<file path="src/rtl/caravel_uart_echo.sv">
// caravel_uart_echo: boot word fetch from SPI flash, alive checkbits,
// and an 8N1 UART echo through a single holding register.
module caravel_uart_echo #(
   parameter int CLK_FREQ = 100_000_000,
   parameter int BAUD     = 115_200
) (
   input  logic        clock,
   input  logic        reset,
   input  logic        boot_flash,
   output logic        flash_csb,
   output logic        flash_clk,
   output logic        flash_io0,
   input  logic        flash_io1,
   input  logic        uart_rx,
   output logic        uart_tx,
   output logic [15:0] checkbits,
   output logic [31:0] boot_word
);

   localparam int DIV = CLK_FREQ / BAUD;
   localparam int CW  = $clog2(DIV + 1);
   localparam logic [CW-1:0] BIT_LAST  = CW'(DIV - 1);
   localparam logic [CW-1:0] HALF_LAST = CW'(DIV / 2 - 1);
   localparam logic [31:0]   READ_CMD  = 32'h0300_0000;

   typedef enum logic [1:0] {
      BOOT_SEL,
      FLASH,
      ALIVE
   } top_t;

   typedef enum logic [2:0] {
      RX_IDLE,
      RX_START,
      RX_DATA,
      RX_STOP,
      RX_WAIT
   } rx_t;

   top_t        top;
   logic        ph;
   logic [5:0]  fbit;
   logic [31:0] cmd_sr;
   logic [31:0] rd_sr;
   logic        alive;

   logic [1:0]    sync;
   logic          rxs;
   rx_t           rx_st;
   logic [CW-1:0] rx_cnt;
   logic [2:0]    rx_bit;
   logic [7:0]    rx_sr;
   logic          rx_valid;
   logic [7:0]    rx_byte;

   logic          hold_valid;
   logic [7:0]    hold_byte;
   logic          tx_busy;
   logic [CW-1:0] tx_cnt;
   logic [3:0]    tx_idx;
   logic [9:0]    tx_sr;

   assign alive = (top == ALIVE);
   assign rxs   = sync[1];

   // Boot sequencer: optional 64-bit SPI read, then alive forever.
   always_ff @(posedge clock) begin
      if (reset) begin
         top       <= BOOT_SEL;
         flash_csb <= 1'b1;
         flash_clk <= 1'b0;
         flash_io0 <= 1'b0;
         checkbits <= 16'h0000;
         boot_word <= 32'h0;
         ph        <= 1'b0;
         fbit      <= 6'd0;
         cmd_sr    <= 32'h0;
         rd_sr     <= 32'h0;
      end else begin
         unique case (top)
            BOOT_SEL: begin
               if (boot_flash) begin
                  top       <= FLASH;
                  flash_csb <= 1'b0;
                  flash_io0 <= READ_CMD[31];
                  cmd_sr    <= READ_CMD << 1;
                  ph        <= 1'b0;
                  fbit      <= 6'd0;
               end else begin
                  top <= ALIVE;
               end
            end
            FLASH: begin
               if (!ph) begin
                  flash_clk <= 1'b1;
                  ph        <= 1'b1;
                  if (fbit[5])
                     rd_sr <= {rd_sr[30:0], flash_io1};
               end else begin
                  flash_clk <= 1'b0;
                  ph        <= 1'b0;
                  if (fbit == 6'd63) begin
                     flash_csb <= 1'b1;
                     flash_io0 <= 1'b0;
                     boot_word <= rd_sr;
                     top       <= ALIVE;
                  end else begin
                     fbit      <= fbit + 6'd1;
                     flash_io0 <= cmd_sr[31];
                     cmd_sr    <= {cmd_sr[30:0], 1'b0};
                  end
               end
            end
            ALIVE: begin
               checkbits <= 16'h0ffe;
            end
            default: begin
               top <= BOOT_SEL;
            end
         endcase
      end
   end

   // Two-flop synchroniser for the asynchronous serial input.
   always_ff @(posedge clock) begin
      if (reset)
         sync <= 2'b11;
      else
         sync <= {sync[0], uart_rx};
   end

   // Receiver: mid-bit sampling, glitch reject, framing-error recovery.
   always_ff @(posedge clock) begin
      if (reset) begin
         rx_st    <= RX_IDLE;
         rx_cnt   <= '0;
         rx_bit   <= 3'd0;
         rx_sr    <= 8'h00;
         rx_valid <= 1'b0;
         rx_byte  <= 8'h00;
      end else begin
         rx_valid <= 1'b0;
         unique case (rx_st)
            RX_IDLE: begin
               if (alive && !rxs) begin
                  rx_st  <= RX_START;
                  rx_cnt <= '0;
               end
            end
            RX_START: begin
               if (rx_cnt == HALF_LAST) begin
                  rx_cnt <= '0;
                  rx_bit <= 3'd0;
                  rx_st  <= rxs ? RX_IDLE : RX_DATA;
               end else begin
                  rx_cnt <= rx_cnt + 1'b1;
               end
            end
            RX_DATA: begin
               if (rx_cnt == BIT_LAST) begin
                  rx_cnt <= '0;
                  rx_sr  <= {rxs, rx_sr[7:1]};
                  if (rx_bit == 3'd7)
                     rx_st <= RX_STOP;
                  else
                     rx_bit <= rx_bit + 3'd1;
               end else begin
                  rx_cnt <= rx_cnt + 1'b1;
               end
            end
            RX_STOP: begin
               if (rx_cnt == BIT_LAST) begin
                  rx_cnt <= '0;
                  if (rxs) begin
                     rx_valid <= 1'b1;
                     rx_byte  <= rx_sr;
                     rx_st    <= RX_IDLE;
                  end else begin
                     rx_st <= RX_WAIT;
                  end
               end else begin
                  rx_cnt <= rx_cnt + 1'b1;
               end
            end
            RX_WAIT: begin
               if (rxs)
                  rx_st <= RX_IDLE;
            end
            default: begin
               rx_st <= RX_IDLE;
            end
         endcase
      end
   end

   // Holding register and transmitter; holding frees when a frame starts.
   always_ff @(posedge clock) begin
      if (reset) begin
         hold_valid <= 1'b0;
         hold_byte  <= 8'h00;
         tx_busy    <= 1'b0;
         tx_cnt     <= '0;
         tx_idx     <= 4'd0;
         tx_sr      <= 10'h3ff;
         uart_tx    <= 1'b1;
      end else begin
         if (!tx_busy && hold_valid) begin
            tx_busy    <= 1'b1;
            tx_sr      <= {1'b1, hold_byte, 1'b0};
            uart_tx    <= 1'b0;
            tx_cnt     <= '0;
            tx_idx     <= 4'd0;
            hold_valid <= 1'b0;
         end else if (tx_busy) begin
            if (tx_cnt == BIT_LAST) begin
               tx_cnt <= '0;
               if (tx_idx == 4'd9) begin
                  tx_busy <= 1'b0;
               end else begin
                  tx_idx  <= tx_idx + 4'd1;
                  uart_tx <= tx_sr[1];
                  tx_sr   <= {1'b1, tx_sr[9:1]};
               end
            end else begin
               tx_cnt <= tx_cnt + 1'b1;
            end
         end
         if (rx_valid && !hold_valid) begin
            hold_valid <= 1'b1;
            hold_byte  <= rx_byte;
         end
      end
   end

endmodule

</file>
<file path="config.mk">
export PLATFORM = sky130hd
export DESIGN_NAME = caravel_uart_echo
export DESIGN_NICKNAME = d
export VERILOG_FILES = /design/src/rtl/caravel_uart_echo.sv
export SDC_FILE = /design/constraint.sdc
export NUM_CORES = 1
export LEC_CHECK = 0
export CORE_AREA = 2 2 134 162
export DETAILED_ROUTE_END_ITERATION = 8
export DIE_AREA = 0 0 136 164
export HOLD_SLACK_MARGIN = 0.06
export RECOVER_POWER = 50
export SLEW_MARGIN = 15
export SYNTH_ARGS = -nofsm -noshare
export SYNTH_HDL_FRONTEND = slang
export SYNTH_SLANG_ARGS = --single-unit
</file>
<file path="constraint.sdc">
create_clock -name clock -period 1.68 [get_ports clock]
set_clock_uncertainty 0.05 [all_clocks]
set_input_delay 0.336 -clock clock [delete_from_list [all_inputs] [get_ports clock]]
set_output_delay 0.336 -clock clock [all_outputs]
set_load 0.01 [all_outputs]
</file>
==> flow_summary.html <==
<table>
<tr><th>Metric</th><th>Value</th></tr>
<tr><th colspan="2">Placement</th></tr>
<tr><td>Port Buf Inserts</td><td>51</td></tr>
<tr><td>Post-DP HPWL</td><td>8300 um</td></tr>
<tr><td>Final weighted congestion in routability-driven placement</td><td>0.783</td></tr>
<tr><td>Worst-case setup slack after placement</td><td>-222 ps</td></tr>
<tr><th colspan="2">Timing</th></tr>
<tr><td>Setup repair after global routing missed its margin</td><td>true</td></tr>
<tr><td>Aggregate negative setup slack</td><td>-1580 ps</td></tr>
<tr><td>Post-route clock period utilization</td><td>109%</td></tr>
<tr><td>Final worst-path setup slack</td><td>-154 ps</td></tr>
<tr><td>Clock period minus final worst setup slack</td><td>1830 ps</td></tr>
<tr><td>Setup violation total in the final timing report</td><td>22</td></tr>
<tr><td>Worst hold-check slack</td><td>243 ps</td></tr>
<tr><td>Pins Over Slew Limit</td><td>0</td></tr>
<tr><td>Final Hold Vio Count</td><td>0</td></tr>
<tr><td>Maximum clock frequency</td><td>545 MHz</td></tr>
<tr><th colspan="2">Yosys</th></tr>
<tr><td>Main flop type after synthesis</td><td>sky130_fd_sc_hd__dfxtp_1</td></tr>
<tr><td>FFs w/ async S/R, synth</td><td>0%</td></tr>
<tr><td>Synth cell types</td><td>61</td></tr>
<tr><td>Syn Std Cell Area</td><td>6140 sq um</td></tr>
<tr><td>Number of storage elements in the synthesis netlist</td><td>152</td></tr>
<tr><td>Syn Inst Count</td><td>709</td></tr>
<tr><td>Count of yosys warnings during synthesis</td><td>0</td></tr>
<tr><td>Per-instance average area after synthesis</td><td>8.67 sq um</td></tr>
<tr><td>Sequential element share of the synthesized area</td><td>49.5%</td></tr>
<tr><td>Number of enable-type register cells in the synthesized netlist</td><td>0</td></tr>
<tr><th colspan="2">Floorplan</th></tr>
<tr><td>Die Span X</td><td>136 um</td></tr>
<tr><td>Initial standard-cell utilization of the core</td><td>29.6%</td></tr>
<tr><td>Number of core rows</td><td>58</td></tr>
<tr><td>Core area</td><td>20,800 sq um</td></tr>
<tr><td>Count of pins on the block boundary</td><td>57</td></tr>
<tr><td>Chip height</td><td>164 um</td></tr>
<tr><td>Total die area</td><td>22,300 sq um</td></tr>
<tr><th colspan="2">Critical path</th></tr>
<tr><td>Endpoint class of the critical path</td><td>flop</td></tr>
<tr><td>Largest delay contributor family on the critical path</td><td>simple AND/OR/NAND/NOR gates</td></tr>
<tr><td>Longest individual stage delay on the worst path</td><td>560 ps</td></tr>
<tr><td>Chain of cells forming the critical path</td><td>ha_4, nand4_1, or4b_1, a21boi_4, mux2i_1, nor2_1</td></tr>
<tr><td>Nature of the critical path startpoint</td><td>flop</td></tr>
<tr><td>Data arrival at the endpoint of the critical path</td><td>2100 ps</td></tr>
<tr><td>Critical path buffers and inverters</td><td>0</td></tr>
<tr><td>Worst endpoint required time</td><td>1940 ps</td></tr>
<tr><td>Slowest cell on crit path</td><td>sky130_fd_sc_hd__or4b_1</td></tr>
<tr><td>Maximum fanout along the worst path</td><td>5</td></tr>
<tr><td>Crit Path Category</td><td>flop to flop</td></tr>
<tr><th colspan="2">Layout</th></tr>
<tr><td>Layout cell share with drive strength beyond 1</td><td>21.8%</td></tr>
<tr><td>Final antenna diode count</td><td>0</td></tr>
<tr><td>Fillers</td><td>2,111</td></tr>
<tr><td>Most frequent cells in the layout</td><td>142 x sky130_fd_sc_hd__nand2_1, 142 x sky130_fd_sc_hd__dfxtp_1, 75 x sky130_fd_sc_hd__a21oi_1</td></tr>
<tr><td>Synthesis-to-layout area growth</td><td>36.9%</td></tr>
<tr><td>Final net count</td><td>827</td></tr>
<tr><th colspan="2">Routing</th></tr>
<tr><td>Routed Wire Length</td><td>13,800 um</td></tr>
<tr><td>Pre-antenna DRT Iters</td><td>4</td></tr>
<tr><td>Length of routed met2 wiring</td><td>6840 um</td></tr>
<tr><td>WL met1</td><td>6230 um</td></tr>
<tr><td>Detailed Route Iter0 Violations</td><td>297</td></tr>
<tr><td>Top Metal Used</td><td>met4</td></tr>
<tr><td>Length of routed met3 wiring</td><td>482 um</td></tr>
<tr><td>Number of remaining DRC errors</td><td>0</td></tr>
<tr><td>Number of vias per cell</td><td>4.64</td></tr>
<tr><td>Average detailed-routed wire length per instance</td><td>12.6 um</td></tr>
<tr><td>Vias after detailed routing</td><td>5,085</td></tr>
<tr><td>Antenna violation net count after detailed routing</td><td>0</td></tr>
<tr><th colspan="2">Clocking</th></tr>
<tr><td>Clock transition at path regs</td><td>60 ps</td></tr>
<tr><td>CTS tree</td><td>done</td></tr>
<tr><td>Sink Count</td><td>152</td></tr>
<tr><td>Insertion delay of the later-clocked pin in the worst-skew pair</td><td>420 ps</td></tr>
<tr><td>Number of buffers on the longest clock path</td><td>2</td></tr>
<tr><td>Total clock buffers created by CTS</td><td>17</td></tr>
<tr><td>Clock Tree Root</td><td>sky130_fd_sc_hd__clkbuf_16</td></tr>
<tr><td>Quantity of hold-fixing buffers added after cts</td><td>0</td></tr>
<tr><td>Number of H-tree branching levels</td><td>4</td></tr>
<tr><th colspan="2">Run status</th></tr>
<tr><td>Violations in the final reports</td><td>setup timing</td></tr>
<tr><td>Outcome</td><td>finished, violations left</td></tr>
<tr><th colspan="2">Global route</th></tr>
<tr><td>Number of global-route vias before repair</td><td>4,687</td></tr>
<tr><td>Overall routing resource usage</td><td>11.8%</td></tr>
<tr><td>Pin count of the biggest net entering global routing</td><td>43</td></tr>
<tr><td>Wire length of the first global-routing pass</td><td>21,400 um</td></tr>
<tr><td>Final global-route overflow total</td><td>0</td></tr>
<tr><td>Number of antenna violations at the first check in global routing</td><td>0</td></tr>
<tr><th colspan="2">Power</th></tr>
<tr><td>Total leakage power</td><td>0.00322 uW</td></tr>
<tr><td>Cell area power density</td><td>934 nW/um^2</td></tr>
<tr><td>Maximum ir drop on the vdd rail</td><td>0.000590 V</td></tr>
<tr><th colspan="2">Run</th></tr>
<tr><td>Reported max-cap violation count</td><td>0</td></tr>
<tr><th colspan="2">Min path</th></tr>
<tr><td>Kind of path behind the tightest hold check</td><td>primary input to flop</td></tr>
</table>
-- flip-flops by register name, indices dropped and copies added (netlist names), 2 cells and up --
name,cells
boot_word,32
rd_sr,32
rx_cnt,10
tx_cnt,10
tx_sr,9
hold_byte,8
rx_byte,8
rx_sr,8
cmd_sr,7
fbit,6
tx_idx,4
rx_bit,3
rx_st,3
sync,2
top,2
-- area by class of cell --
class	count	area, sq um	share of cell area [%]
Sequential cell	152	3060	36.3
Multi-Input combinational cell	496	3040	36.1
Timing Repair Buffer	140	1350	16.0
Clock buffer	17	425	5.06
Tap cell	270	338	4.01
Clock inverter	15	183	2.17
Inverter	7	26.3	0.312
-- power breakdown --
group / internal (uW) / switching [uW]
Sequential: 3620 / 20.0
Combinational: 139 / 178
Clock: 2250 / 1650
-- repair_timing --
action | CTS | global route
buffers inserted | 1 | 7
endpoints found under the setup margin | 91 | 99
pin swaps | 10 | 9
resized for setup | 68 | 45
cloned | 1 | 7
-- cell usage after synthesis, types with 8 or more instances --
master / instances / share of area (%)
sky130_fd_sc_hd__and2_1: 9 / 0.92
sky130_fd_sc_hd__nand2b_1: 8 / 0.81
sky130_fd_sc_hd__nand3_1: 9 / 0.73
sky130_fd_sc_hd__nor3_1: 15 / 1.2
sky130_fd_sc_hd__nand2_1: 145 / 8.9
sky130_fd_sc_hd__mux2i_1: 31 / 5.0
sky130_fd_sc_hd__xor2_1: 12 / 1.7
sky130_fd_sc_hd__a21oi_1: 79 / 6.4
sky130_fd_sc_hd__nand4_1: 8 / 0.81
sky130_fd_sc_hd__buf_4: 16 / 2.0
sky130_fd_sc_hd__dfxtp_1: 152 / 50
sky130_fd_sc_hd__nor2_1: 74 / 4.5
sky130_fd_sc_hd__ha_1: 8 / 1.6
sky130_fd_sc_hd__clkbuf_1: 26 / 1.6
-- metrics by stage --
step	total power (uW)	instances	utilization [%]	instance area (sq um)
global placement	4020	1049	35.5	7380
global route	8160	1097	40.5	8410
CTS	7950	1083	38.7	8030
detailed placement	4030	1049	35.5	7380
finish	7860	1097	40.5	8410
floorplan	3920	713	-	6170
-- worst register-to-register path, delay by kind of cell, from the launching register on --
family          cells  cell delay [ps]
simple gates        3              780
mux                 1              210
flops               1              360
fa+ha+maj           1              140
compound gates      1              210
-- worst paths after layout --
path	from	end	slack [ps]	depth (start not counted)
setup / recovery	rx_cnt[0]$_SDFFE_PP0P_	rx_bit[0]$_SDFFE_PP0P_	-150	6
hold / removal	reset	rx_byte[0]$_SDFFE_PP0P_	240	2
setup reg to reg	rx_cnt[0]$_SDFFE_PP0P_	rx_bit[0]$_SDFFE_PP0P_	-150	6
hold reg to reg	sync[0]$_SDFF_PP1_	sync[1]$_SDFF_PP1_	360	1
-- logic make-up after synthesis --
logic type,share of synthesized area [%]
adder cells (fa/ha/maj),1.63
buffers and inverters,5.34
multiplexers,5.05
XOR/XNOR,2.71
flip-flops,49.5
AO/OA/AOI/OAI,12.6
AND/OR/NAND/NOR,23.1
other,0.0610
-- per-layer routing --
metal,track usage [%],up-vias
met5,0,-
met4,5.45,0
met3,2.84,18
met2,19.6,89
met1,14.3,2372
li1,-,2606
Note: power is estimated with default switching activity, not from simulation.
